### src/rtl/tug_pkg.sv
// -----------------------------------------------------------------------------
// tug_pkg
// Shared definitions for the tug-of-war playfield:
//   - tug_state_e : playfield FSM states (PLAY, WIN_H, WIN_C, DONE)
//   - CENTER_POS, MAX_POS, WIN_SCORE : game geometry and match length
//   - SEG_BLANK, seg_digit() : active-low seven-segment digit table (gfedcba)
// -----------------------------------------------------------------------------
package tug_pkg;

   typedef enum logic [1:0] {
      ST_PLAY  = 2'd0,
      ST_WIN_H = 2'd1,
      ST_WIN_C = 2'd2,
      ST_DONE  = 2'd3
   } tug_state_e;

   localparam logic [3:0] CENTER_POS = 4'd4;
   localparam logic [3:0] MAX_POS    = 4'd8;
   localparam logic [2:0] WIN_SCORE  = 3'd7;

   localparam logic [6:0] SEG_BLANK  = 7'h7F;

   // Active-low segments, bit order gfedcba; only digits 0..7 are reachable.
   function automatic logic [6:0] seg_digit(input logic [2:0] d);
      logic [6:0] seg;
      case (d)
         3'd0:    seg = 7'b1000000;
         3'd1:    seg = 7'b1111001;
         3'd2:    seg = 7'b0100100;
         3'd3:    seg = 7'b0110000;
         3'd4:    seg = 7'b0011001;
         3'd5:    seg = 7'b0010010;
         3'd6:    seg = 7'b0000010;
         default: seg = 7'b1111000;
      endcase
      return seg;
   endfunction

endpackage

### src/rtl/press_edge.sv
// -----------------------------------------------------------------------------
// press_edge
// Rising-edge detector: pulse is high for the cycle in which 'in' is high and
// its registered previous value is low, so a held level produces one pulse.
// Ports:
//   clk   - system clock
//   reset - synchronous active-high reset (clears the history register)
//   in    - level input, already synchronous to clk
//   pulse - combinational one-cycle rise indication
// -----------------------------------------------------------------------------
module press_edge (
   input  logic clk,
   input  logic reset,
   input  logic in,
   output logic pulse
);

   logic prev;

   always_ff @(posedge clk) begin
      if (reset) begin
         prev <= 1'b0;
      end else begin
         prev <= in;
      end
   end

   // Combinational so the caller can act on the same edge that samples 'in'.
   assign pulse = in & ~prev;

endmodule

### src/rtl/tug_playfield.sv
// -----------------------------------------------------------------------------
// tug_playfield
// Tug-of-war game core. A light travels along a 9-LED field; human presses
// push it toward bit 8, computer presses toward bit 0. Pushing off an end
// wins the round, shows a win pattern for HOLD_CYCLES cycles, and recentres.
// First side to 7 round wins ends the match (terminal until reset).
// Parameters:
//   HOLD_CYCLES - cycles the round-win pattern is shown
// Ports:
//   clk        - system clock, rising edge
//   reset      - synchronous active-high reset
//   cpu_press  - computer press level, synchronous to clk
//   human_key  - human key level, asynchronous, active-high
//   leds[8:0]  - playfield (bit 0 computer end, bit 8 human end)
//   score_h    - human round wins
//   score_c    - computer round wins
//   match_over - high once either score is 7
//   hex_h/hex_c- active-low seven-segment score digits
// Build option:
//   TUG_SCORE_HEX_EN - when defined, hex_h/hex_c decode the scores;
//                      otherwise they are held blank (7'h7F).
// -----------------------------------------------------------------------------
module tug_playfield
   import tug_pkg::*;
#(
   parameter int HOLD_CYCLES = 4
) (
   input  logic       clk,
   input  logic       reset,
   input  logic       cpu_press,
   input  logic       human_key,
   output logic [8:0] leds,
   output logic [2:0] score_h,
   output logic [2:0] score_c,
   output logic       match_over,
   output logic [6:0] hex_h,
   output logic [6:0] hex_c
);

   // Counter counts 0..HOLD_CYCLES-1 but is sized to hold HOLD_CYCLES itself.
   localparam int HOLD_W = (HOLD_CYCLES > 0) ? $clog2(HOLD_CYCLES + 1) : 1;
   localparam logic [HOLD_W-1:0] HOLD_LAST = HOLD_W'(HOLD_CYCLES - 1);
   localparam logic [HOLD_W-1:0] HOLD_ONE  = HOLD_W'(1);

   tug_state_e        state;
   logic [3:0]        pos;
   logic [HOLD_W-1:0] hold_cnt;

   logic sync_1;
   logic sync_2;
   logic ev_h;
   logic ev_c;

   // Two-flop synchronizer for the asynchronous human key.
   always_ff @(posedge clk) begin
      if (reset) begin
         sync_1 <= 1'b0;
         sync_2 <= 1'b0;
      end else begin
         sync_1 <= human_key;
         sync_2 <= sync_1;
      end
   end

   press_edge u_edge_h (
      .clk   (clk),
      .reset (reset),
      .in    (sync_2),
      .pulse (ev_h)
   );

   press_edge u_edge_c (
      .clk   (clk),
      .reset (reset),
      .in    (cpu_press),
      .pulse (ev_c)
   );

   // Playfield FSM. Reset has priority, so any press in a reset cycle is lost.
   always_ff @(posedge clk) begin
      if (reset) begin
         state    <= ST_PLAY;
         pos      <= CENTER_POS;
         score_h  <= 3'd0;
         score_c  <= 3'd0;
         hold_cnt <= '0;
      end else begin
         case (state)
            ST_PLAY: begin
               // Simultaneous presses cancel out and fall through both arms.
               if (ev_h && !ev_c) begin
                  if (pos == MAX_POS) begin
                     state    <= ST_WIN_H;
                     hold_cnt <= '0;
                     if (score_h != WIN_SCORE) score_h <= score_h + 3'd1;
                  end else begin
                     pos <= pos + 4'd1;
                  end
               end else if (ev_c && !ev_h) begin
                  if (pos == 4'd0) begin
                     state    <= ST_WIN_C;
                     hold_cnt <= '0;
                     if (score_c != WIN_SCORE) score_c <= score_c + 3'd1;
                  end else begin
                     pos <= pos - 4'd1;
                  end
               end
            end
            ST_WIN_H, ST_WIN_C: begin
               if (hold_cnt == HOLD_LAST) begin
                  hold_cnt <= '0;
                  pos      <= CENTER_POS;
                  state    <= ((score_h == WIN_SCORE) || (score_c == WIN_SCORE))
                              ? ST_DONE : ST_PLAY;
               end else begin
                  hold_cnt <= hold_cnt + HOLD_ONE;
               end
            end
            default: begin
               state <= ST_DONE;
            end
         endcase
      end
   end

   always_comb begin
      leds = 9'h000;
      case (state)
         ST_PLAY:  leds = 9'b1 << pos;
         ST_WIN_H: leds = 9'h1F0;
         ST_WIN_C: leds = 9'h01F;
         default:  leds = 9'h1FF;
      endcase
   end

   assign match_over = (score_h == WIN_SCORE) || (score_c == WIN_SCORE);

`ifdef TUG_SCORE_HEX_EN
   assign hex_h = seg_digit(score_h);
   assign hex_c = seg_digit(score_c);
`else
   assign hex_h = SEG_BLANK;
   assign hex_c = SEG_BLANK;
`endif

endmodule
### config.mk
export PLATFORM = sky130hd
export DESIGN_NAME = tug_playfield
export DESIGN_NICKNAME = d
export VERILOG_FILES = /design/src/rtl/tug_pkg.sv /design/src/rtl/press_edge.sv /design/src/rtl/tug_playfield.sv
export SDC_FILE = /design/constraint.sdc
export NUM_CORES = 1
export LEC_CHECK = 0
export ABC_CLOCK_PERIOD_IN_PS = 7400
export BUFFER_PORTS_ARGS = -buffer_cell sky130_fd_sc_hd__buf_4
export CORE_MARGIN = 1.5
export CORE_UTILIZATION = 55
export DETAILED_ROUTE_END_ITERATION = 10
export PLACE_DENSITY = 0.83
export SLEW_MARGIN = 40
export SYNTH_ARGS = -nofsm -noshare
export SYNTH_HDL_FRONTEND = slang
export SYNTH_HIERARCHICAL = 1
export SYNTH_SLANG_ARGS = --single-unit
### constraint.sdc
create_clock -name clk -period 7.4 [get_ports clk]
set_clock_uncertainty 0.15 [all_clocks]
set_input_delay 0.37 -clock clk [delete_from_list [all_inputs] [get_ports clk]]
set_output_delay 0.37 -clock clk [all_outputs]
set_load 0.05 [all_outputs]
==> summary.txt, run 1 <==
Status
  • Outcome: finished, final reports clean

Routing
  • DR DRC count: 0
  • Via count: 1110
  • DR pass1 iterations: 4
  • Post-DRT Antenna Nets: 0
  • Routed vias/inst: 5.66
  • Final WL: between 2000 and 3000 µm
  • DR iter-0 viols: 23
  • Avg WL per Cell: 13.8 µm

Final layout
  • Fraction of layout instances using a drive strength above 1: a little under a fifth
  • Fin util: 63.5%
  • Nets: 185
  • Fillers: 206
  • Commonest non-fill, non-tap cells in the layout: dfxtp_1 (19), buf_4 (19), conb_1 (14)
  • Area Overhead vs Synth: 8.62%
  • Diode count: 0

STA
  • RSZ-0062 raised after global routing: no
  • Worst Slack Setup Final: around 4.7 ns
  • Sum Neg Setup Slack: 0 ns
  • Slew @ Worst Pin: 0.509 ns
  • Fmax: 0.375 GHz
  • Slew Viols, Final: 0
  • Max-slew headroom: 65.8%
  • Fin. Hold Viols: 0
  • Fin crit share: 36.0%
  • Final critical path time including I/O delays and setup: 2.67 ns
  • Final setup violation count: 0
  • Hold_ws: 0.147 ns

Floorplan
  • Die footprint: 2680 µm²
  • Ports: 34
  • Die span in y: 51.7 µm
  • Initial Util: 58.5%
  • Core area: 2230 µm²
  • # rows: 17
  • Die W: 51.7 µm

Setup path
  • FF-to-FF End: pos[3]
  • Reg2Reg Setup Slack: 4.73 ns
  • Worst-path maximum fanout: 6
  • Slowest-stage cell, CP: or4b_2
  • Endpoint class of the critical path: register
  • Cell mode on critical path: ha_1
  • Crit start category: register
  • CP arrival: approximately 2.8 ns
  • R2R depth: 8
  • WP data required: about 7.5 ns
  • CP max stage delay: 0.62 ns
  • CP startpoint: sync_2
  • R2R Path Start: sync_2
  • Ordered list of cells on the worst path: nor2b_4 > ha_1 > inv_1 > ha_1 > nand3_1 > and3_1 > or4b_2 > a31oi_1
  • CP Capture Point: pos[3]
  • Crit path kind: register to register

Clock network
  • Clock tree root driver cell: clkbuf_4
  • Clk sinks: 19
  • H-tree depth: 1
  • Post-CTS Setup Repair Bufs: 0
  • Clk_lat worst skew: about 0.29 ns
  • CTS tree: built
  • Max clock buf depth: 2
  • Clock-pin slew on the worst setup and hold paths: 0.10 ns
  • Hold buffers post-CTS: 0
  • CTS Buf Count: 3
  • Post-CTS Resized: 0

Global routing
  • Initial antenna violation count: 0
  • Largest net degree at the start of global routing: 19
  • Gr usage total: a little under a quarter
  • First-pass GRT wire length: about 4500 µm
  • Number of global-route vias before repair: approximately 1100
  • GR Overflow Total: 0

Min path
  • HP Class: input pin to register

Yosys
  • Sequential-to-total area share from yosys stat: 29.1%
  • Synth Area per Inst: 8.54 µm²
  • Yosys reg bits: 19
  • Synth cell types: 42
  • Synth area leader: dfxtp_1
  • Synth area leaders: dfxtp_1 (29%), ha_1 (11%), buf_4 (8.0%)
  • Top cell type's share of synthesized area: between 20 and 30%
  • Cell count after synthesis: 153
  • Yosys Warn Count: 6
  • Synthesized area: 1310 µm²

Pwr
  • Leak pwr: 0.665 nW
  • VDD IR max: around 230 µV
  • Pwr dens: about 340 nW/µm²

Placement
  • Port bufs: 19
  • Post-place setup slack: 4.64 ns
  • Final Wtd Congestion: 0.916
  • Hpwl dp: roughly 2000 µm

Job
  • Number of max-cap violations: 0
-- state kept, by name, indices dropped and copies added (netlist names) --
name	count
sync_1	1
sync_2	1
score_h	3
pos	4
score_c	3
u_edge_h/prev	1
hold_cnt	3
u_edge_c/prev	1
state	2
-- critical path: cells and delay by family, from the launching register on --
family / cells / cell delay (ns)
AO/OA/AOI/OAI: 1 / 0.17
flip-flops: 1 / 0.35
adder cells (fa/ha/maj): 2 / 0.67
AND/OR/NAND/NOR: 4 / 1.11
buffers and inverters: 1 / 0.15
-- where the power goes --
group	total, mW	switching (mW)	internal, mW
Combinational	0.288	0.197	0.0916
Sequential	0.138	0.0222	0.116
Clock	0.0521	0.0311	0.0210
-- cell usage after synthesis --
library cell	number
inv_1	7
conb_1	1
nand4_1	1
a21bo_2	1
nor3_1	3
or4b_2	2
and3_1	1
nand4b_1	1
ha_1	11
nor2_1	11
buf_2	1
nor2b_1	5
nor3b_1	1
or4_4	1
clkbuf_1	5
buf_6	1
a31oi_1	1
or4b_1	1
o31ai_1	1
or2_2	1
xnor2_1	2
a211oi_1	2
o211ai_1	1
buf_4	14
nand2b_1	3
fa_1	1
dfxtp_1	19
nor2b_4	4
o21ai_0	10
a21o_1	1
a311o_1	1
xor2_1	3
a22o_1	1
o21a_1	1
o21bai_1	1
a22oi_1	1
nand2_1	8
nand3_1	6
o2111ai_1	1
or4_1	1
mux2i_1	4
a21oi_1	11
-- area by class of cell --
type | instances | area (µm²) | area share [%]
multi-input cells | 119 | 808 | 57.0
well taps | 28 | 35.0 | 2.47
clock buffers | 4 | 26.3 | 1.85
inverters | 7 | 26.3 | 1.85
repair buffers | 19 | 143 | 10.1
flip-flops and latches | 19 | 380 | 26.8
-- layer usage --
layer / GRT usage (%) / part of all wire, %
met5: 0 / 0
met4: 8.77 / 2.1
met3: 3.16 / 5.8
met2: 41.0 / 50
met1: 26.5 / 42
-- cells by family (layout without fill, tap and decap cells) --
family	after synthesis	count (layout)	share of synthesized area, %
compound gates	34	34	16.0
xor+xnor	5	5	3.35
fa+ha+maj	12	12	12.1
buf+inv	28	30	12.7
flops	19	19	29.1
mux	4	4	3.07
other cells	1	14	0.287
simple gates	50	50	23.4
-- worst min-delay path by stage --
stage	start	to	slack, ns	cells after the start
floorplan	sync_1	sync_2	0.26	1
finish	human_key	sync_1	0.15	2
global placement	sync_1	sync_2	0.28	1
global route	cpu_press	u_edge_c/prev	0.15	2
detailed placement	sync_1	sync_2	0.28	1
CTS	human_key	sync_1	0.15	2
-- through the flow --
| stage | power (mW) | std cells | cell area [µm²] |
|---|---|---|---|
| final | 0.478 | 196 | 1420 |
| after global routing | 0.508 | 196 | 1420 |
| after CTS | 0.477 | 196 | 1420 |
| after detailed placement | 0.424 | 192 | 1390 |
| after global placement | 0.417 | 192 | 1390 |
| after floorplan | 0.363 | 166 | 1360 |
Power figures use the tool's default switching activity.
==> run 2: changes to the inputs <==
ABC_CLOCK_PERIOD_IN_PS = 2400   (was 7400)
CORE_UTILIZATION = 47   (was 55)
PLACE_DENSITY = 0.75   (was 0.83)
clock period = 2.4 ns   (was 7.4 ns; I/O delays follow)
==> run 2 against run 1 <==
Net effect:
- worst setup slack worse by 4.7 ns
- register-to-register slack worse by 4.7 ns
- via count is 0.54% higher
- die area is 16% higher
- global-route usage is 6.5 points lower
- first-iteration DRC count is 43% lower
- largest cell class unchanged
- power grew to 3.1 times the previous value
- sequential power grew to 3.1 times the previous value
- utilization is 4.1 points lower
- largest power group unchanged
- combinational power grew to 3.2 times the previous value
- non-clock buffer count is 7 higher
- flip-flop and latch count stayed put
- highest routed layer unchanged
==> summary.txt, run 2 (same netlist as run 1, synthesis figures left out) <==
STA
  • Final critical path time including I/O delays and setup: 2.35 ns (-0.318 ns)
  • Final setup violation count: 0 (unchanged)
  • Fin crit share: 97.8% (+62 points)
  • Fin. Hold Viols: 0 (unchanged)
  • Fmax: 0.426 GHz (+14%)
  • Slew Viols, Final: 0 (unchanged)
  • Sum Neg Setup Slack: 0 ns (unchanged)
  • Hold_ws: 0.305 ns (+0.158 ns)

Setup path
  • R2R Path Start: sync_2
  • CP startpoint: sync_2
  • CP max stage delay: 0.51 ns (-0.11 ns)
  • Ordered list of cells on the worst path: nor2b_4 > inv_1 > ha_1 > or4_4 > o21a_1 > or4b_1 > a21oi_1
  • WP data required: 2.48 ns (-5.00 ns)
  • Crit path kind: register to register
  • Endpoint class of the critical path: register
  • Crit start category: register
  • Worst-path maximum fanout: 5 (-1)
  • CP arrival: 2.43 ns (-0.32 ns)
  • Slowest-stage cell, CP: or4b_1

Floorplan
  • Die span in y: 55.7 µm (+7.7%)
  • Ports: 34 (unchanged)
  • Core area: 2540 µm² (+14%)
  • Die footprint: 3100 µm² (+16%)
  • # rows: 18 (+1)
  • Initial Util: 51.3% (-7.2 points)
  • Die W: 55.7 µm (+7.7%)

Routing
  • DR pass1 iterations: 4 (unchanged)
  • Via count: 1116 (+0.54%)
  • DR DRC count: 0 (unchanged)
  • DR iter-0 viols: 13 (-43%)
  • Post-DRT Antenna Nets: 0 (unchanged)
  • Routed vias/inst: 5.44 (-3.9%)
  • Final WL: 2440 µm (-9.4%)
  • Avg WL per Cell: 11.9 µm (-13%)

Clock network
  • H-tree depth: 1 (unchanged)
  • Clk sinks: 19 (unchanged)
  • Clock tree root driver cell: clkbuf_4
  • Clock-pin slew on the worst setup and hold paths: 0.10 ns (about the same)
  • Post-CTS Setup Repair Bufs: 0 (unchanged)
  • Clk_lat worst skew: 0.29 ns (about the same)
  • CTS tree: built
  • Max clock buf depth: 2 (unchanged)
  • CTS Buf Count: 3 (unchanged)

Job
  • Number of max-cap violations: 0 (unchanged)

Placement
  • Final Wtd Congestion: 0.876 (-4.3%)
  • Port bufs: 19 (unchanged)
  • Hpwl dp: 1890 µm (-6.8%)

Global routing
  • GR Overflow Total: 0 (unchanged)
  • Gr usage total: 16.0% (-6.5 points)
  • First-pass GRT wire length: 4100 µm (-8.9%)
  • Largest net degree at the start of global routing: 19 (unchanged)
  • Initial antenna violation count: 0 (unchanged)
  • Number of global-route vias before repair: 979 (-6.8%)

Pwr
  • Pwr dens: 986 nW/µm² (+190%)
  • Internal: 0.740 mW (+220%)
  • Leak pwr: 0.704 nW (+5.9%)
  • Reg power frac: 28.6% (-0.3 points)
  • Clock power share: 10.4% (-0.5 points)
  • P_sw: 0.751 mW (+200%)
  • Logic pwr share: 60.9% (+0.7 points)
  • Sw frac: 50.4% (-1.9 points)
  • VDD IR max: 871 µV (+280%)

Status
  • Outcome: finished, final reports clean

Min path
  • HP Class: register to register
  • Min-delay src: sync_1

Final layout
  • Commonest non-fill, non-tap cells in the layout: buf_4 (22), dfxtp_1 (18), conb_1 (14)
  • Nets: 192 (+3.8%)
  • Diode count: 0 (unchanged)
  • Max reg flops: 4 (unchanged)
  • Most common cell after layout, fill and taps aside: buf_4
  • Fin util: 59.4% (-4.1 points)
  • Largest reg by FF count: pos
  • Area Overhead vs Synth: 15.7%
  • Fraction of layout instances using a drive strength above 1: 23.4% (+5.0 points)
[run 2: area by class of cell]
cell class	instances	area, µm²
inverter	7	26.3
timing repair buffer	26	205
sequential	19	382
tap	30	37.5
multi-input combinational	119	835
fill	233	1030
clock buffer	4	26.3
[run 2: stage by stage]
step	setup slack (ns)	power, mW	area (µm²)	cells
finish	0.0522	1.49	1510	205
global route	-0.00744	1.60	1510	205
CTS	0.00221	1.48	1490	205
detailed placement	0.000553	1.31	1420	197
global placement	0.0983	1.29	1420	197
floorplan	-0.125	1.12	1360	166
[run 2: worst max-delay path, delay by kind of cell, from the launching register on]
family                     cells  cell delay, ns
buffers and inverters          1            0.05
and+or+nand+nor                3            1.08
adders and majority gates      1            0.31
DFF                            1            0.34
AOI/OAI and AO/OA              2            0.37
[run 2: power by group through the flow]
stage                     clock network, mW  logic [mW]  registers [mW]
after detailed placement                  0       0.883           0.429
after floorplan                           0       0.724           0.401
after global routing                  0.181       0.983           0.436
final                                 0.156       0.908           0.427
after global placement                    0       0.870           0.425
after CTS                             0.164       0.892           0.421
[run 2: path summary, 6_finish.rpt]
check | cells past startpoint | endpoint | slack (ns)
max | 7 | hold_cnt[1] | 0.05
min | 1 | sync_2 | 0.31
min reg2reg | 1 | sync_2 | 0.31
max reg2reg | 7 | hold_cnt[1] | 0.05
[run 2: metal layers]
metal	track usage, %	wire length (µm)	vias to the layer above
met2	27.2	1190	39
met1	20.3	1080	522
li1	-	-	549
met5	0	0	-
met4	6.62	34	0
met3	2.09	140	6
[run 2: repair_timing]
item,CTS,global route
endpoints found under the hold margin,6,0
setup endpoints to repair,1,9
resized for setup,1,5
hold buffers,4,0
gates cloned,0,0
==> run 3: changes to the inputs <==
GPL_TIMING_DRIVEN = 0   (was unset)
SKIP_CTS_REPAIR_TIMING = 1   (was unset)
==> run 3 against run 2 <==
Net effect:
- via count up 5.3%
- register-to-register slack hardly changed
- flip-flop and latch count unchanged
- sequential share of layout area is 3.3 points lower
==> summary.txt, run 3 (same netlist as run 1, synthesis figures left out) <==
Routing
  • Post-DRT Antenna Nets: 0 (unchanged)
  • Avg WL per Cell: 12.1 µm (+1.5%)
  • Via count: 1175 (+5.3%)
  • DR pass1 iterations: 4 (unchanged)
  • Routed vias/inst: 5.11 (-6.2%)
  • DR DRC count: 0 (unchanged)
  • DR iter-0 viols: 18 (+5)
  • Final WL: 2780 µm (+14%)

Floorplan
  • Core area: 2540 µm² (unchanged)
  • Ports: 34 (unchanged)
  • Initial Util: 51.3% (unchanged)
  • Die span in y: 55.7 µm (unchanged)
  • Die W: 55.7 µm (unchanged)
  • Die footprint: 3100 µm² (unchanged)
  • # rows: 18 (unchanged)

STA
  • Final setup violation count: 0 (unchanged)
  • Fmax: 0.425 GHz (-0.19%)
  • Worst Slack Setup Final: 0.0477 ns (-0.00448 ns)
  • Sum Neg Setup Slack: 0 ns (unchanged)
  • Fin crit share: 98.0% (+0.19 points)
  • Slew @ Worst Pin: 0.505 ns
  • Fin. Hold Viols: 0 (unchanged)
  • RSZ-0062 raised after global routing: yes
  • Max-slew headroom: about two thirds
  • Final critical path time including I/O delays and setup: 2.35 ns (+0.00448 ns)
  • Slew Viols, Final: 0 (unchanged)

Final layout
  • Most common cell after layout, fill and taps aside: buf_4
  • Area Overhead vs Synth: 33.7%
  • Largest reg by FF count: pos
  • Post-route cell area: 1750 µm² (+16%)
  • Max reg flops: 4 (unchanged)
  • Final Instance Count excl. Fillers: 230 (+12%)
  • Diode count: 0 (unchanged)
  • Fraction of layout instances using a drive strength above 1: 35.0% (+12 points)
  • Nets: 217 (+13%)
  • Commonest non-fill, non-tap cells in the layout: buf_4 (40), dfxtp_1 (17), conb_1 (14)

Clock network
  • Clock-pin slew on the worst setup and hold paths: 0.10 ns (about the same)
  • Clock tree root driver cell: clkbuf_4
  • CTS Buf Count: 3 (unchanged)
  • H-tree depth: 1 (unchanged)
  • Clk_lat worst skew: 0.30 ns (about the same)
  • Clk sinks: 19 (unchanged)
  • CTS tree: built
  • Max clock buf depth: 2 (unchanged)

Pwr
  • Reg power frac: 25.1% (-3.5 points)
  • Clock power share: 10.3% (about the same)
  • Leak pwr: 0.807 nW (+15%)
  • Logic pwr share: 64.6% (+3.7 points)
  • VDD IR max: 872 µV (+0.19%)
  • Sw frac: 50.2% (-0.17 points)
  • Pwr dens: 901 nW/µm² (-8.6%)
  • Internal: 0.784 mW (+5.9%)
  • P_sw: 0.790 mW (+5.2%)

Min path
  • HP Class: input pin to register
  • Hold-critical path depth: 5 (+4)

Placement
  • Post-Place Cells: 215 (+9.1%)
  • Post-place setup slack: -0.219 ns (-0.219 ns)
  • Hpwl dp: 2020 µm (+6.5%)
  • Port bufs: 19 (unchanged)
  • Placement Cell Area: 1540 µm² (+8.3%)
  • Final Wtd Congestion: 0.846 (-3.5%)

Setup path
  • Endpoint class of the critical path: register
  • Crit start category: register
  • WP data required: 2.48 ns (about the same)
  • CP arrival: 2.44 ns (about the same)
  • Crit path kind: register to register
  • Worst-path maximum fanout: 5 (unchanged)
  • R2R depth: 9 (+2)

Global routing
  • GR Overflow Total: 0 (unchanged)
  • Number of global-route vias before repair: 1045 (+6.7%)
  • First-pass GRT wire length: 4310 µm (+5.2%)
  • Largest net degree at the start of global routing: 11 (-8)
  • Initial antenna violation count: 0 (unchanged)
  • Gr usage total: 16.8% (+0.78 points)

Job
  • Number of max-cap violations: 0 (unchanged)

Status
  • Outcome: finished, final reports clean
[run 3: layer usage]
layer	up-vias	part of all wire [%]	global-route usage, %	wire length (µm)
met5	-	0	0	0
met3	2	5.9	3.49	165
met2	37	50	28.4	1400
met1	541	43	20.5	1190
met4	0	0.83	7.32	23
li1	595	-	-	-
[run 3: path summary, 6_finish.rpt]
kind,start,to,slack [ns]
hold reg to reg,sync_1,sync_2,0.31
hold / removal,cpu_press,state[1],0.29
setup reg to reg,sync_2,pos[3],0.05
setup / recovery,sync_2,pos[3],0.05
[run 3: stage by stage]
| stage | hold slack [ns] | util [%] | power [mW] |
|---|---|---|---|
| floorplan | 0.0343 | - | 1.12 |
| global placement | 0.184 | 60.5 | 1.31 |
| detailed placement | 0.202 | 60.5 | 1.33 |
| CTS | -0.114 | 61.6 | 1.50 |
| global route | 0.303 | 68.6 | 1.67 |
| finish | 0.294 | 68.6 | 1.57 |
[run 3: cell type report]
class	instances	area, µm²
Fill cell	203	798
Sequential cell	19	383
Tap cell	30	37.5
Multi-Input combinational cell	119	888
Timing Repair Buffer	31	245
Buffer	20	136
Inverter	7	30.0
Clock buffer	4	26.3
[run 3: critical path: stages, from the launching register on]
cell and delay, ns:
dfxtp_2 0.34, nor2b_4 0.14, buf_4 0.12, ha_4 0.17, clkinvlp_4 0.17, ha_4 0.32, nand3_2 0.08, and3_4 0.18
or4b_4 0.47, a31oi_1 0.14
[run 3: power by group through the flow]
stage | Sequential [mW] | Combinational [mW] | Clock, mW
floorplan | 0.401 | 0.724 | 0
global placement | 0.396 | 0.911 | 0
detailed placement | 0.399 | 0.934 | 0
CTS | 0.392 | 0.937 | 0.168
global route | 0.400 | 1.09 | 0.177
finish | 0.395 | 1.02 | 0.162
